--- src/rtl/seg7_pkg.sv ---
// Shared definitions for the multiplexed 7-segment scan driver:
// scan FSM states, fixed segment patterns and the hex glyph table.
// Segment patterns are active-low {a,b,c,d,e,f,g}, bit 6 = a, bit 0 = g.
package seg7_pkg;

    typedef enum logic [1:0] {
        S_LOAD  = 2'd0,
        S_BLANK = 2'd1,
        S_ON    = 2'd2
    } state_t;

    localparam logic [6:0] SEG_OFF  = 7'b1111111;
    localparam logic [6:0] SEG_DASH = 7'b1111110;

    localparam logic [6:0] SEG_HEX [16] = '{
        7'b0000001,  // 0
        7'b1001111,  // 1
        7'b0010010,  // 2
        7'b0000110,  // 3
        7'b1001100,  // 4
        7'b0100100,  // 5
        7'b0100000,  // 6
        7'b0001111,  // 7
        7'b0000000,  // 8
        7'b0000100,  // 9
        7'b0001000,  // A
        7'b1100000,  // b
        7'b0110001,  // C
        7'b1000010,  // d
        7'b0110000,  // E
        7'b0111000   // F
    };

endpackage

--- src/rtl/seg7_decoder.sv ---
// Combinational nibble-to-segment decode. In BCD mode the non-decimal
// codes 10..15 render as a dash so bad data is visible on the display.
module seg7_decoder
    import seg7_pkg::*;
(
    input  logic [3:0] i_nibble,
    input  logic       i_hex_mode,
    output logic [6:0] o_seg
);

    // Table lookup, overridden by the dash for out-of-range BCD codes.
    always_comb begin
        o_seg = SEG_HEX[i_nibble];
        if (!i_hex_mode && (i_nibble > 4'd9)) begin
            o_seg = SEG_DASH;
        end
    end

endmodule

--- src/rtl/seg_scan_driver.sv ---
// Multiplexed common-anode 7-segment scan driver with per-frame snapshot,
// guard band between digits, leading-zero blanking and decimal points.
//
// state   | meaning
// --------+------------------------------------------------------------
// S_LOAD  | one cycle: capture inputs into the snapshot, pulse frame_start
// S_BLANK | BLANK_CYCLES: all anodes off, seg/dp_n settle for digit idx
// S_ON    | ON_CYCLES: anode idx driven if the digit is visible
//
// The FSM state names the action taken at the next clock edge, so the
// registered outputs for a state appear during the cycle after that edge.
// Every slot takes the same time whether its digit is lit or not, which
// keeps the per-digit brightness independent of the displayed value.
module seg_scan_driver
    import seg7_pkg::*;
#(
    parameter int NUM_DIGITS   = 4,
    parameter int BLANK_CYCLES = 16,
    parameter int ON_CYCLES    = 25000
)
(
    input  logic                    clk,
    input  logic                    reset,
    input  logic [4*NUM_DIGITS-1:0] digits,
    input  logic [NUM_DIGITS-1:0]   dp,
    input  logic [NUM_DIGITS-1:0]   digit_en,
    input  logic                    hex_mode,
    input  logic                    lz_blank,
    output logic [NUM_DIGITS-1:0]   anode,
    output logic [6:0]              seg,
    output logic                    dp_n,
    output logic                    frame_start
);

    localparam int MAX_CYC = (BLANK_CYCLES > ON_CYCLES) ? BLANK_CYCLES : ON_CYCLES;
    localparam int CW      = (MAX_CYC > 1) ? $clog2(MAX_CYC) : 1;
    localparam int IW      = (NUM_DIGITS > 1) ? $clog2(NUM_DIGITS) : 1;

    localparam logic [CW-1:0] BLANK_LAST = CW'(BLANK_CYCLES - 1);
    localparam logic [CW-1:0] ON_LAST    = CW'(ON_CYCLES - 1);
    localparam logic [IW-1:0] IDX_LAST   = IW'(NUM_DIGITS - 1);

    if ((NUM_DIGITS < 1) || (NUM_DIGITS > 8)) begin : g_bad_num_digits
        $error("seg_scan_driver: NUM_DIGITS must be 1..8");
    end
    if (BLANK_CYCLES < 1) begin : g_bad_blank_cycles
        $error("seg_scan_driver: BLANK_CYCLES must be >= 1");
    end
    if (ON_CYCLES < 1) begin : g_bad_on_cycles
        $error("seg_scan_driver: ON_CYCLES must be >= 1");
    end

    state_t                  r_state;
    logic [IW-1:0]           r_idx;
    logic [CW-1:0]           r_cnt;

    logic [4*NUM_DIGITS-1:0] r_snap_digits;
    logic [NUM_DIGITS-1:0]   r_snap_dp;
    logic [NUM_DIGITS-1:0]   r_snap_en;
    logic                    r_snap_hex;
    logic                    r_snap_lz;

    logic [NUM_DIGITS-1:0]   r_anode;
    logic [6:0]              r_seg;
    logic                    r_dp_n;
    logic                    r_frame_start;

    logic [NUM_DIGITS-1:0]   w_visible;
    logic [NUM_DIGITS-1:0]   w_sel;
    logic [3:0]              w_nibble;
    logic [6:0]              w_seg_dec;

    assign w_nibble = r_snap_digits[4*r_idx +: 4];
    assign w_sel    = NUM_DIGITS'(1) << r_idx;

    seg7_decoder u_decoder (
        .i_nibble   (w_nibble),
        .i_hex_mode (r_snap_hex),
        .o_seg      (w_seg_dec)
    );

    // Visibility per digit: enabled and not part of a run of leading zeros
    // (scanning from the most significant digit down; digit 0 always kept).
    always_comb begin : p_visible
        logic v_upper_zero;
        v_upper_zero = 1'b1;
        w_visible    = '0;
        for (int i = NUM_DIGITS - 1; i >= 0; i--) begin
            v_upper_zero = v_upper_zero && (r_snap_digits[4*i +: 4] == 4'd0);
            w_visible[i] = r_snap_en[i] && !(r_snap_lz && (i > 0) && v_upper_zero);
        end
    end

    // Scan FSM, slot down-counter, snapshot capture and registered outputs.
    always_ff @(posedge clk) begin
        if (!reset) begin
            r_state       <= S_LOAD;
            r_idx         <= '0;
            r_cnt         <= '0;
            r_snap_digits <= '0;
            r_snap_dp     <= '0;
            r_snap_en     <= '0;
            r_snap_hex    <= 1'b0;
            r_snap_lz     <= 1'b0;
            r_anode       <= '1;
            r_seg         <= SEG_OFF;
            r_dp_n        <= 1'b1;
            r_frame_start <= 1'b0;
        end else begin
            r_frame_start <= 1'b0;
            case (r_state)
                S_LOAD: begin
                    r_snap_digits <= digits;
                    r_snap_dp     <= dp;
                    r_snap_en     <= digit_en;
                    r_snap_hex    <= hex_mode;
                    r_snap_lz     <= lz_blank;
                    r_frame_start <= 1'b1;
                    r_anode       <= '1;
                    r_seg         <= SEG_OFF;
                    r_dp_n        <= 1'b1;
                    r_idx         <= '0;
                    r_cnt         <= BLANK_LAST;
                    r_state       <= S_BLANK;
                end
                S_BLANK: begin
                    r_anode <= '1;
                    r_seg   <= w_seg_dec;
                    r_dp_n  <= ~(r_snap_dp[r_idx] & w_visible[r_idx]);
                    if (r_cnt == '0) begin
                        r_cnt   <= ON_LAST;
                        r_state <= S_ON;
                    end else begin
                        r_cnt <= r_cnt - CW'(1);
                    end
                end
                S_ON: begin
                    r_anode <= w_visible[r_idx] ? ~w_sel : '1;
                    if (r_cnt == '0) begin
                        if (r_idx == IDX_LAST) begin
                            r_state <= S_LOAD;
                        end else begin
                            r_idx   <= r_idx + IW'(1);
                            r_cnt   <= BLANK_LAST;
                            r_state <= S_BLANK;
                        end
                    end else begin
                        r_cnt <= r_cnt - CW'(1);
                    end
                end
                default: begin
                    r_state <= S_LOAD;
                end
            endcase
        end
    end

    assign anode       = r_anode;
    assign seg         = r_seg;
    assign dp_n        = r_dp_n;
    assign frame_start = r_frame_start;

endmodule

--- config.mk ---
export PLATFORM = sky130hd
export DESIGN_NAME = seg_scan_driver
export DESIGN_NICKNAME = d
export VERILOG_FILES = /design/src/rtl/seg7_pkg.sv /design/src/rtl/seg7_decoder.sv /design/src/rtl/seg_scan_driver.sv
export SDC_FILE = /design/constraint.sdc
export NUM_CORES = 1
export LEC_CHECK = 0
export CAP_MARGIN = 40
export CELL_PAD_IN_SITES_DETAIL_PLACEMENT = 1
export CELL_PAD_IN_SITES_GLOBAL_PLACEMENT = 1
export CORE_MARGIN = 2
export CORE_UTILIZATION = 42
export CTS_CLUSTER_DIAMETER = 100
export DETAILED_ROUTE_END_ITERATION = 12
export GPL_ROUTABILITY_DRIVEN = 0
export PLACE_DENSITY_LB_ADDON = 0.12
export RECOVER_POWER = 100
export SLEW_MARGIN = 20
export SYNTH_ARGS = -nofsm -noshare
export SYNTH_HDL_FRONTEND = slang
export SYNTH_SLANG_ARGS = --single-unit
--- constraint.sdc ---
create_clock -name clk -period 3.43 [get_ports clk]
set_clock_uncertainty 0.2 [all_clocks]
set_input_delay 0.343 -clock clk [delete_from_list [all_inputs] [get_ports clk]]
set_output_delay 0.343 -clock clk [all_outputs]
set_load 0.1 [all_outputs]
==> out/results.txt, run 1 <==
layout cells sized above 1: 8.96%
outcome: complete, no violations
commonest non-fill, non-tap cell in the layout: dfxtp_1
Max Cap Violations: 0
Placeable Area: 7290 sq um
cts hold-fix bufs: 0
flops & latches, synth: 58
total grt overflow: 0
EDFF count, synth: 0
Cell variety after synth: 56
CTS tree: done
CTS buffer count: 9
mean post-synth cell area: 9.14 sq um
Sw Share: 41.5%
Synth top area share: 36.6%
final hold violations: 0
Routed WL: 8680 um
largest net degree at the start of global routing: 31
Setup CP Type: flop to flop
Synth area leaders: dfxtp_1 (37%), mux2i_1 (9.8%), ha_1 (6.7%)
final net count: 442
CTS max path bufs: 2
Syn Inst Count: 347
worst flop-to-flop path startpoint: r_idx[1]
vias post-DR: 2798
clock latency on the worst-skew pair: 0.33 ns
PD cells: 817 nW/um^2
register area share after synthesis: 36.6%
Starting Density: 43.5%
antenna viol nets, final: 0
die width: 90.9 um
GRT Util Overall: 21.4%
Comb power frac: 45.0%
final period utilization: 86.4%
first-pass GRT wire length: 14300 um
post-route worst setup slack: 0.467 ns
P_int: 1880 uW
crit path time final: 2.96 ns
# IOs: 41
maximum clock frequency: 337 MHz
Worst Path Arrival: 3.03 ns
Clock Power Share: 24.8%
Cell Area, Synth: 3170 sq um
setup TNS: 0 ns
most frequent cells in the layout: dfxtp_1 (58), nor2_1 (40), clkdlybuf4s50_1 (40)
fin. max-slew vios: 0
FP Rows: 31
final setup vio count: 0
hold_sp: seg[6]
DR iter-0 viols: 86
CTS root buffer: clkbuf_8
worst-path fanout max: 18
Synth async-reset ratio: 0%
Synth area leader: dfxtp_1
clock sinks: 58
Sw Pwr: 1330 uW
Max IR drop VDD: 265 uV
post-DR wirelength/cell: 17.3 um
port bufs: 40
Critical Path Start: r_idx[1]
RSZ-0062 raised after global routing: false
Hold WC Path Type: flop to flop
synth warn: 0
WP data required: 3.50 ns
die height: 90.9 um
syn_nets: 392
Setup Buffers After CTS: 0
DP HPWL: 5970 um
n_diodes: 0
Slew @ Worst Pin: 1.20 ns
Pleak: 0.00161 uW
Post-Place Worst Slack: 0.757 ns
Top FF cell, synth: dfxtp_1
Initial DRT Pass Iterations: 4
P&R area growth vs syn: 24.0%
clock transition at the registers of the reported paths: 0.07 ns
CP startpoint kind: flop
Vias/cell: 5.58
sequential power share: 30.2%
cts repair resizes: 0
vias in the first global route: 2861
Slew headroom: 20.7%
Die ar.: 8260 sq um
Critical Path End Type: flop
# DRC: 0
initial antenna violation count: 0
deepest level of the CTS H-tree: 3
critical path, stage by stage (launching register included):
cell      delay, ns
dfxtp_1        0.76
mux4_2         0.42
inv_1          0.11
ha_1           0.28
nor2_1         0.13
nor2_1         0.05
o311ai_1       0.67
a221oi_1       0.13
nor2_1         0.16
synth_stat cells (4+ instances only):
| cell type | n |
|---|---|
| nor2_1 | 40 |
| buf_1 | 7 |
| ha_1 | 17 |
| mux4_2 | 5 |
| o22a_1 | 6 |
| dfxtp_1 | 58 |
| o32a_1 | 4 |
| clkbuf_1 | 9 |
| nor3_1 | 8 |
| a21oi_1 | 17 |
| inv_1 | 14 |
| a21o_1 | 5 |
| a31oi_1 | 5 |
| nand3_1 | 11 |
| nor3b_1 | 4 |
| xor2_1 | 5 |
| nand2_1 | 23 |
| nand4_1 | 6 |
| mux2i_1 | 31 |
| o21ai_0 | 11 |
power groups by stage:
stage	clock (uW)	combinational [uW]	sequential [uW]
2_1_floorplan	0	929	1140
3_3_place_gp	0	1390	975
3_5_place_dp	0	1520	983
4_1_cts	811	1540	971
5_1_grt	839	1580	992
6_report	798	1450	971
routing by layer:
metal	GRT usage, %	wire length (um)	vias to the layer above
li1	-	-	1381
met5	0	0	-
met3	2.84	257	8
met1	29.4	4310	1356
met2	35.3	4020	53
met4	6.44	96	0
path summary, 6_finish.rpt:
check           end  slack, ns  cells past startpoint
max          seg[2]       0.47                      8
min          seg[6]       0.27                      1
max reg2reg  seg[2]       0.47                      8
min reg2reg  seg[6]       0.27                      1
registers in the layout (all words and copies together), names as in the netlist:
signal and count:
r_snap_digits 16, r_cnt 15, seg 7, anode 4
r_snap_dp 4, r_snap_en 4, r_idx 2, r_state 2
dp_n 1, frame_start 1, r_snap_hex 1, r_snap_lz 1
metrics by stage:
step	total power, uW	util (%)	std cells	hold WS (ns)	area (sq um)
after global placement	2370	50.1	472	0.245	3650
after global routing	3410	53.9	501	0.292	3930
after detailed placement	2500	52.8	485	0.256	3850
after floorplan	2070	-	347	0.252	3170
after CTS	3320	56.2	501	0.276	4100
final	3220	53.9	501	0.273	3930
layout make-up:
class | count | area [sq um]
Clock inverter | 5 | 100
Timing Repair Buffer | 58 | 487
Fill cell | 884 | 3360
Tap cell | 99 | 124
Multi-Input combinational cell | 254 | 1850
Sequential cell | 58 | 1160
Clock buffer | 11 | 151
Inverter | 16 | 60.1
cell families (layout without fill, tap and decap cells):
family / Yosys count / count (layout) / synth area share (%)
simple gates: 114 / 114 / 18.1
flops: 58 / 58 / 36.6
xor+xnor: 5 / 5 / 1.38
mux: 38 / 38 / 14.0
buf+inv: 35 / 90 / 4.46
fa+ha+maj: 17 / 17 / 6.71
compound gates: 80 / 80 / 18.7
Note: power is estimated with default switching activity, not from simulation.
==> inputs of run 2 (changes only) <==
- HOLD_SLACK_MARGIN: unset -> 0.03
- SLEW_MARGIN: 20 -> unset
==> results of run 2 <==
Same layout as run 1: the final DEF is identical, and so are final timing and power.
